<file path="src/rtl/huffman_encoder.sv">
// Serial Huffman encoder: 3-bit symbols in through a small FIFO, prefix codes
// out MSB-first on x, one bit per clock, gapless between back-to-back codes.
module huffman_encoder #(
    parameter int DEPTH = 2,
    parameter int CNT_W = 16
) (
    input  logic             clk,
    input  logic             reset,
    input  logic [2:0]       y,
    input  logic             y_valid,
    output logic             y_ready,
    output logic             x,
    output logic             x_valid,
    output logic             busy,
    output logic             err,
    output logic [CNT_W-1:0] sym_cnt
);

    localparam int AW = (DEPTH > 1) ? $clog2(DEPTH) : 1;
    localparam logic [AW:0]   CNT_ONE  = (AW + 1)'(1);
    localparam logic [AW:0]   CNT_FULL = (AW + 1)'(DEPTH);
    localparam logic [AW-1:0] PTR_ONE  = AW'(1);

    typedef enum logic {
        S_IDLE,
        S_SHIFT
    } state_t;

    state_t          state, state_nxt;
    logic [3:0]      sreg, sreg_nxt;
    logic [2:0]      rem, rem_nxt;
    logic            x_nxt;

    logic [2:0]      mem [DEPTH];
    logic [AW-1:0]   wr_ptr, rd_ptr;
    logic [AW:0]     count;

    logic            hs, sym_ok, fifo_empty, retire, can_load;
    logic            load_fifo, load_bypass, push, pop;
    logic [2:0]      load_sym;
    logic [6:0]      ld;
    logic [2:0]      ld_len;
    logic [3:0]      ld_code;

    // {length, code left-aligned in 4 bits}; must match the decoder's tree.
    function automatic logic [6:0] code_of(input logic [2:0] s);
        logic [6:0] r;
        r = '0;
        case (s)
            3'd1:    r = {3'd1, 4'b0000};
            3'd2:    r = {3'd3, 4'b1010};
            3'd3:    r = {3'd3, 4'b1000};
            3'd4:    r = {3'd3, 4'b1110};
            3'd5:    r = {3'd4, 4'b1101};
            3'd6:    r = {3'd4, 4'b1100};
            default: r = '0;
        endcase
        return r;
    endfunction

    assign y_ready    = (count != CNT_FULL);
    assign fifo_empty = (count == '0);
    assign x_valid    = (state == S_SHIFT);
    assign busy       = (state == S_SHIFT) || !fifo_empty;

    assign hs          = y_valid && y_ready;
    assign sym_ok      = (y != 3'd0) && (y != 3'd7);
    assign retire      = (state == S_SHIFT) && (rem == '0);
    assign can_load    = (state == S_IDLE) || retire;
    assign load_fifo   = can_load && !fifo_empty;
    // An empty FIFO lets the incoming symbol go straight to the shifter.
    assign load_bypass = can_load && fifo_empty && hs && sym_ok;
    assign push        = hs && sym_ok && !load_bypass;
    assign pop         = load_fifo;
    assign load_sym    = load_fifo ? mem[rd_ptr] : y;
    assign ld          = code_of(load_sym);
    assign ld_len      = ld[6:4];
    assign ld_code     = ld[3:0];

    always_comb begin
        state_nxt = state;
        sreg_nxt  = sreg;
        rem_nxt   = rem;
        x_nxt     = x;
        if (load_fifo || load_bypass) begin
            state_nxt = S_SHIFT;
            x_nxt     = ld_code[3];
            sreg_nxt  = {ld_code[2:0], 1'b0};
            rem_nxt   = ld_len - 3'd1;
        end else if (retire) begin
            state_nxt = S_IDLE;
            x_nxt     = 1'b0;
            sreg_nxt  = '0;
            rem_nxt   = '0;
        end else if (state == S_SHIFT) begin
            x_nxt     = sreg[3];
            sreg_nxt  = {sreg[2:0], 1'b0};
            rem_nxt   = rem - 3'd1;
        end
    end

    always_ff @(posedge clk) begin
        if (reset) begin
            state   <= S_IDLE;
            x       <= 1'b0;
            sreg    <= '0;
            rem     <= '0;
            err     <= 1'b0;
            sym_cnt <= '0;
            wr_ptr  <= '0;
            rd_ptr  <= '0;
            count   <= '0;
        end else begin
            state <= state_nxt;
            x     <= x_nxt;
            sreg  <= sreg_nxt;
            rem   <= rem_nxt;
            err   <= hs && !sym_ok;
            if (retire)
                sym_cnt <= sym_cnt + CNT_W'(1);
            if (push)
                wr_ptr <= wr_ptr + PTR_ONE;
            if (pop)
                rd_ptr <= rd_ptr + PTR_ONE;
            case ({push, pop})
                2'b10:   count <= count + CNT_ONE;
                2'b01:   count <= count - CNT_ONE;
                default: count <= count;
            endcase
        end
    end

    always_ff @(posedge clk) begin
        if (!reset && push)
            mem[wr_ptr] <= y;
    end

endmodule
</file>
<file path="config.mk">
export PLATFORM = sky130hd
export DESIGN_NAME = huffman_encoder
export DESIGN_NICKNAME = d
export VERILOG_FILES = /design/src/rtl/huffman_encoder.sv
export SDC_FILE = /design/constraint.sdc
export NUM_CORES = 1
export LEC_CHECK = 0
export ABC_AREA = 1
export CORE_MARGIN = 2
export CORE_UTILIZATION = 45
export CTS_CLUSTER_DIAMETER = 50
export CTS_CLUSTER_SIZE = 25
export DETAILED_ROUTE_END_ITERATION = 16
export PLACE_DENSITY = 0.7
export SYNTH_ARGS = -nofsm -noshare
export SYNTH_HDL_FRONTEND = slang
export SYNTH_SLANG_ARGS = --single-unit
export TNS_END_PERCENT = 100
</file>
<file path="constraint.sdc">
create_clock -name clk -period 2 [get_ports clk]
set_clock_uncertainty 0.15 [all_clocks]
set_input_delay 0.2 -clock clk [delete_from_list [all_inputs] [get_ports clk]]
set_output_delay 0.2 -clock clk [all_outputs]
set_load 0.01 [all_outputs]
</file>
* Word-level counts from Yosys, hierarchy flattened
Memory sizes are Yosys's and may differ from the RTL's. A register that Yosys moved wholly into a read port is not among the register bits.
Index checks and enable logic that the tools add are counted.
** Cells by class
- Add/subtract/negate cells :: 7
- Muxes and demuxes :: 18
- Bitwise operators :: 1
- Reductions and logical operators :: 24
- Eq/ne operators :: 10
** Operators with widths (number)
- 7-bit one-hot mux with 6 select lines :: 1
- 16-bit by 1-bit adder with 16-bit output (second input constant) :: 1
- 3-bit 2-to-1 mux :: 4
- 4-bit 2-to-1 mux :: 3
- 1-bit logical AND :: 11
- 3-bit equality test (second input constant) :: 3
- 1-bit 2-to-1 mux :: 9
- 3-bit by 2-bit equality test with 1-bit output (second input constant) :: 2
- 3-bit nonzero test :: 2
- 3-bit by 1-bit subtractor with 3-bit output (second input constant) :: 2
- 1-bit zero test :: 4
- 2-bit one-hot mux with 2 select lines :: 1
- 2-bit nonzero test :: 2
- 3-bit by 1-bit equality test with 1-bit output (second input constant) :: 1
- 3-bit zero test :: 1
- 1-bit logical OR :: 3
- 3-bit != test (second input constant) :: 1
- 1-bit adder (second input constant) :: 2
- 2-bit by 1-bit adder with 2-bit output (second input constant) :: 1
- 2-bit by 1-bit equality test with 1-bit output (second input constant) :: 1
- 2-bit equality test (second input constant) :: 1
- 2-bit zero test :: 1
- 2-bit != test (second input constant) :: 1
- 2-bit by 1-bit subtractor with 2-bit output (second input constant) :: 1
- 1-bit NOT :: 1
** Storage, ports and cells
- Bits of input ports :: 6
- Memories :: 1
- RAM bits :: 6
- Flip-flop bits (word level) :: 29
** Memories
- mem :: depth 2, bits a word 3, rd ports 1, clocked after Yosys merged registers in 1, write ports 1, line 34 : logic [2:0] mem [DEPTH];

* Longest topological paths before layout
Gate-level depths: netlist of the first run.
- Word-level depth :: 11
- Mapped depth :: 17
- Mapped depth without buffers :: 17

* Worst setup path before layout of the first run
OpenSTA, ideal clock, no wires.
- Path type :: flip-flop to flip-flop
- Start :: register rem[0]
- End :: register rem[2]
- Period minus slack after synthesis :: 2.103 ns
- Data arrival time :: 1.844 ns
- Library setup time :: 0.109 ns
- Slack :: -0.103 ns
- Buffers on the path :: 0
- Stages on the path, launching flop included :: 17
- Cell sequence :: dfxtp_1 -> inv_1 -> ha_1 -> nand2_1 -> nand2_4 -> nand2_4 -> nand2_1 -> nand2_1 -> nand3_1 -> nand2_1 -> nor2_2 -> ha_1 -> nand3b_1 -> nand3_1 -> nand3_1 -> nand2_1 -> inv_1
** On the way
- Cells in the longest elaborated chain, start to end :: 9
** RTL lines
- start, declared :: line 31 : logic [2:0] rem, rem_nxt;
- start signal, assigned :: line 117 : rem <= rem_nxt;
- 3-bit zero test :: line 68 : assign retire = (state == S_SHIFT) && (rem == '0);
- 1-bit logical AND :: line 68
- 1-bit logical OR :: line 69 : assign can_load = (state == S_IDLE) || retire;
- 1-bit logical AND :: line 70 : assign load_fifo = can_load && !fifo_empty;
- 3-bit 2-to-1 mux :: line 75 : assign load_sym = load_fifo ? mem[rd_ptr] : y;
- 3-bit equality test, or another cell as far along :: line 49 : case (s)
- 7-bit one-hot mux with 6 select lines :: line 49
- 3-bit by 1-bit subtractor with 3-bit output :: line 89 : rem_nxt = ld_len - 3'd1;
- 3-bit 2-to-1 mux :: line 85 : if (load_fifo || load_bypass) begin
Parallel ways exist; a longest one is shown, timed or not. The select of a mux whose other input is x is not followed.
A chain may end at the register's enable or synchronous reset.

* Final worst setup path of the first run
Same ends and word-level chain as after synthesis.

==> flow_metrics.py, run 1 <==
metrics = {
    "status": {
        "outcome": "finished with violations",
        "violations": "setup timing",
    },
    "global_routing": {
        "grt_pass1_wl_um": 7480,
        "grt_max_degree": 21,
        "track_usage_pct": 18.9,
        "grt_pass1_vias": 1742,
        "antenna_found_initial": 0,
        "grt_overflow_total": 0,
    },
    "floorplanning": {
        "die_w_um": 69.4,
        "core_region_area_um2": 4060,
        "dieHeight_um": 69.4,
        "rows": 23,
        "fp.dieArea_um2": 4820,
        "num_io_pins": 27,
        "start_util_pct": 47.5,
    },
    "critical_path": {
        "cp_cell_sequence": "inv_2 > ha_4 > nand2_4 > nand2_8 > nand2_8 > nand2_4 > nand2_4 > nor3_4 > nor2_4 > ha_4 > nand3b_1 > nand3_1 > nand3_1 > nand2_1 > inv_1",
        "r2r_end": "rem[2]",
        "timing.rr.start": "rem[0]",
        "reg2reg_depth": 15,
        "crit_fanout": 8,
        "required_ns": 2.04,
        "max_stage_delay_ns": 0.32,
        "cp.arrival_ns": 2.09,
        "crit_buf_inv": 2,
        "ff2ff_setup_slack_ns": -0.05,
        "path_common_cell": "nand2_4",
        "crit_type": "flop to flop",
        "crit_family": "simple AND/OR/NAND/NOR gates",
        "critPathCaptureType": "flop",
        "startpoint_type": "flop",
        "cpMaxStageDelayCell": "dfxtp_2",
    },
    "clocking": {
        "clock-sinks": 36,
        "clkLatencyLatePin_ns": 0.29,
        "cts_tree": "yes",
        "cts_buffers": 5,
        "root_buffer": "clkbuf_8",
        "clk_pin_slew_worst_paths_ns": 0.07,
        "cts_max_path_buffers": 2,
        "htreeDepth": 2,
    },
    "routing": {
        "drc": 0,
        "wl_um": 4490,
        "firstDrtPassIters": 4,
        "dr_total_vias": 1916,
        "drt-initial-drc-count": 42,
        "wire_per_inst_um": 11.6,
        "drtAntennaViolNets": 0,
        "vias_per_cell": 4.95,
    },
    "yosys": {
        "syn_avg_cell_area_um2": 7.47,
        "ys_ff_latch": 36,
        "seq_area_frac_synth_pct": 40.5,
        "syn_inst": 258,
        "synth_area_um2": 1930,
        "synth.distinct_cells": 32,
        "syn_nets": 269,
        "ys_warn_count": 0,
    },
    "sta": {
        "post-route-period-util_pct": 103,
        "slew_violations": 0,
        "finalSetupViolCount": 3,
        "rsz0062_at_grt": "yes",
        "tightest_slew_ns": 0.621,
        "hold_slack_ns": 0.316,
        "final.setup.tns_ns": -0.111,
        "max_freq_ghz": 0.488,
        "finalCriticalPeriod_ns": 2.05,
        "hold_viol": 0,
        "slew-limit-headroom_pct": 58.6,
        "worst_slack_ns": -0.0508,
    },
    "power": {
        "vdd_ir_drop_max_v": 0.000681,
        "power_mw": 4.17,
        "p_leak_nw": 1.26,
        "cellPowerDensity_nw_per_um2": 1450,
    },
    "run": {
        "maxCapViolations": 0,
    },
    "final_layout": {
        "utilization_pct": 70.8,
        "layout_commonest_cell": "nand2_1",
        "fin_nets": 347,
        "diodes": 0,
        "final_cell_mix": "nand2_1, buf_4, inv_1, dfxtp_1, clkdlybuf4s50_1",
        "final_area_um2": 2870,
        "drive_gt1_share_pct": 31.5,
        "area_delta_synth_final_pct": 49.1,
        "fill_cells": 332,
    },
    "hold_path": {
        "hold_end": "sym_cnt[15]",
        "hp-class": "flop to flop",
        "min-delay-start": "sym_cnt[15]",
        "worstHoldPathCells": 1,
    },
    "placed_design": {
        "postPlaceCellArea_um2": 2500,
        "place_congestion": 0.786,
        "hpwl_um": 3120,
        "io_buffers": 26,
    },
}
[synth_stat cells, drive strengths merged]
master | number | area share (%)
a21oi | 26 | 6.8
a2bb2oi | 1 | 0.45
buf | 1 | 0.26
clkbuf | 2 | 0.39
clkinv | 1 | 0.26
dfxtp | 30 | 31
edfxtp | 6 | 9.4
ha | 5 | 3.2
inv | 38 | 7.4
nand2 | 64 | 14
nand3 | 20 | 6.1
nand3b | 1 | 0.39
nand4 | 6 | 3.5
nor2 | 26 | 7.0
nor3 | 4 | 1.6
nor3b | 2 | 0.78
o211ai | 1 | 0.39
o21ai | 18 | 4.9
o31ai | 1 | 0.39
or2 | 1 | 0.32
xor2 | 4 | 1.8
[state kept, by name (all words and copies together) (netlist names), named ones only]
signal	count
wr_ptr	1
rem	3
count	2
x_valid	1
sym_cnt	16
err	1
sreg	3
x	1
mem	6
rd_ptr	1
[timing repair]
action,4_1_cts,5_1_grt
setup endpoints to repair,4,8
hold buffers,0,0
buffers inserted,6,12
resized for setup,12,31
pin swaps,9,19
[power breakdown]
| group | switching [mW] | total, mW | internal (mW) |
|---|---|---|---|
| Sequential | 0.0968 | 0.974 | 0.877 |
| Clock | 0.250 | 0.531 | 0.281 |
| Combinational | 1.39 | 2.67 | 1.28 |
| Total | 1.74 | 4.17 | 2.43 |
[final cells by class]
| class | instances | area (µm²) | area share (%) |
|---|---|---|---|
| clock buffers | 8 | 90.1 | 3.14 |
| inverters | 39 | 153 | 5.31 |
| multi-input cells | 180 | 1160 | 40.5 |
| flip-flops and latches | 36 | 783 | 27.3 |
| well taps | 50 | 62.6 | 2.18 |
| repair buffers | 74 | 619 | 21.6 |
[metal layers]
metal / routed length (µm) / global-route usage (%) / share of wire (%)
met5: 0 / 0 / 0
met2: 2270 / 32.1 / 51
met1: 2010 / 23.3 / 45
met3: 149 / 3.92 / 3.3
met4: 59 / 7.63 / 1.3
[cell families after synthesis]
| group | after synthesis | share of synthesized area [%] |
|---|---|---|
| AO/OA/AOI/OAI | 47 | 12.9 |
| XOR/XNOR | 4 | 1.82 |
| adder cells (fa/ha/maj) | 5 | 3.25 |
| buffers and inverters | 42 | 8.31 |
| flip-flops | 36 | 40.5 |
| AND/OR/NAND/NOR | 124 | 33.2 |
[worst max path at each step]
stage	start	to	slack (ns)	depth (start not counted)
finish	rem[0]	rem[2]	-0.05	15
global route	rem[0]	rem[2]	-0.16	15
global placement	y[1]	count[1]	-0.25	14
floorplan	rem[1]	rem[2]	0.02	16
CTS	rem[1]	rem[2]	-0.1	16
detailed placement	y[1]	count[1]	-0.36	14
[stage by stage]
step / std cells / worst slack, ns
3_5_place_dp: 362 / -0.359
5_1_grt: 387 / -0.156
3_3_place_gp: 362 / -0.252
6_report: 387 / -0.0508
2_1_floorplan: 258 / 0.0209
4_1_cts: 376 / -0.0952
Power figures use the tool's default switching activity.
==> run 2, diff against run 1 <==
- CTS_BUF_LIST: default -> sky130_fd_sc_hd__clkbuf_2
==> flow_metrics.py, run 2 (synthesized netlist as in run 1, its figures left out) <==
metrics = {
    "status": {
        "outcome": "finished with violations",
        "violations": "setup timing",
    },
    "final_layout": {
        "instances_no_fill": 390,
        "largest_registers": "sym_cnt x16, mem x6",
        "utilization_pct": 70.9,
        "final_area_um2": 2880,
        "multi_input_area_um2": 1190,
        "largest_register_ffs": 16,
        "register_area_um2": 783,
        "fin_nets": 350,
        "diodes": 0,
        "top_register": "sym_cnt",
        "fill_cells": 321,
        "final_cell_mix": "nand2_1, buf_4, inv_1, dfxtp_1, clkdlybuf4s50_1",
        "area_delta_synth_final_pct": 49.4,
        "drive_gt1_share_pct": 34.7,
    },
    "sta": {
        "post-route-period-util_pct": 104,
        "slew-limit-headroom_pct": 57.3,
        "final.setup.tns_ns": -0.179,
        "hold_slack_ns": 0.330,
        "worst_slack_ns": -0.0707,
        "hold_viol": 0,
        "finalCriticalPeriod_ns": 2.07,
        "tightest_slew_ns": 0.639,
        "max_freq_ghz": 0.483,
        "slew_violations": 0,
        "rsz0062_at_grt": "yes",
        "finalSetupViolCount": 3,
    },
    "floorplanning": {
        "dieHeight_um": 69.4,
        "fp.dieArea_um2": 4820,
        "num_io_pins": 27,
        "core_region_area_um2": 4060,
        "die_w_um": 69.4,
        "rows": 23,
        "start_util_pct": 47.5,
    },
    "critical_path": {
        "r2r_end": "rem[2]",
        "startpoint_type": "flop",
        "crit_family": "simple AND/OR/NAND/NOR gates",
        "crit_buf_inv": 2,
        "startpoint": "rem[1]",
        "crit_type": "flop to flop",
        "required_ns": 2.17,
        "endpoint": "rem[2]",
        "cp_cell_sequence": "inv_2 > ha_4 > nand2_4 > nand2_8 > nand2_8 > nand2_4 > nand2_4 > nor3_4 > nor2_4 > ha_4 > nand3b_1 > nand3_1 > nand3_1 > nand2_1 > inv_1",
        "ff2ff_setup_slack_ns": -0.07,
        "reg2reg_depth": 15,
        "cp.arrival_ns": 2.25,
        "critPathCaptureType": "flop",
        "timing.rr.start": "rem[1]",
        "crit_cells": 15,
        "cpMaxStageDelayCell": "dfxtp_2",
        "path_common_cell": "nand2_4",
        "max_stage_delay_ns": 0.36,
        "crit_fanout": 8,
    },
    "routing": {
        "dr_total_vias": 1940,
        "drc": 0,
        "wl_um": 4640,
        "vias_per_cell": 4.97,
        "firstDrtPassIters": 5,
        "drt-initial-drc-count": 35,
        "drtAntennaViolNets": 0,
        "wire_per_inst_um": 11.9,
    },
    "power": {
        "net-switching-power_mw": 1.79,
        "power_mw": 4.08,
        "intPower_mw": 2.29,
        "cellPowerDensity_nw_per_um2": 1420,
        "p_comb_share_pct": 67.9,
        "swShare_pct": 43.8,
        "p_seq_share_pct": 23.9,
        "clockPowerShare_pct": 8.3,
        "vdd_ir_drop_max_v": 0.000581,
        "p_leak_nw": 1.26,
    },
    "clocking": {
        "cts_buffers": 5,
        "htreeDepth": 2,
        "cts_max_path_buffers": 2,
        "root_buffer": "clkbuf_2",
        "clkLatencyLatePin_ns": 0.39,
        "clock-sinks": 36,
        "clk_pin_slew_worst_paths_ns": 0.18,
        "cts_tree": "yes",
        "holdBufCountCts": 0,
    },
    "global_routing": {
        "antenna_found_initial": 0,
        "track_usage_pct": 19.8,
        "grt_overflow_total": 0,
        "grt_pass1_wl_um": 7850,
        "grt_pass1_vias": 1823,
        "grt_max_degree": 21,
    },
    "placed_design": {
        "hpwl_um": 3120,
        "postPlaceCellArea_um2": 2500,
        "dpl_worst_slack_ns": -0.359,
        "place_inst": 362,
        "io_buffers": 26,
        "place_congestion": 0.786,
    },
    "run": {
        "maxCapViolations": 0,
    },
    "hold_path": {
        "hp-class": "flop to flop",
    },
}
[run 2: final cells by class]
class                      count  area share (%)
clock buffer                   7            1.22
multi-input combinational    180            41.5
sequential                    36            27.2
tap                           50            2.17
clock inverter                 1           0.130
timing repair buffer          77            22.6
inverter                      39            5.22
[run 2: layer usage]
layer / wire, µm / global-route usage (%)
met2: 2370 / 34.4
met5: 0 / 0
met1: 2030 / 24.0
met3: 158 / 3.92
met4: 78 / 8.06
[run 2: worst min path at each step]
| stage | from | endpoint | slack (ns) | depth (start not counted) |
|---|---|---|---|---|
| 6_report | sym_cnt[15] | sym_cnt[15] | 0.33 | 1 |
| 2_1_floorplan | reset | err | 0.13 | 1 |
| 3_3_place_gp | rd_ptr | flop | 0.28 | 1 |
| 5_1_grt | y_valid | err | 0.34 | 4 |
| 4_1_cts | reset | err | 0.31 | 2 |
| 3_5_place_dp | rd_ptr | flop | 0.30 | 1 |
[run 2: power groups by stage]
stage                     combinational (mW)  sequential [mW]  clock, mW
after floorplan                         1.16            0.991          0
after global placement                  1.86            0.974          0
after detailed placement                1.92            0.980          0
after CTS                               2.42            0.973      0.346
after global routing                    3.05            0.995      0.367
final                                   2.77            0.975      0.337
[run 2: repair_timing]
item | in CTS | in global routing
hold endpoints to repair | 0 | 0
resized for setup | 32 | 24
endpoints found under the setup margin | 4 | 15
pin swaps | 14 | 17
setup buffers | 10 | 12
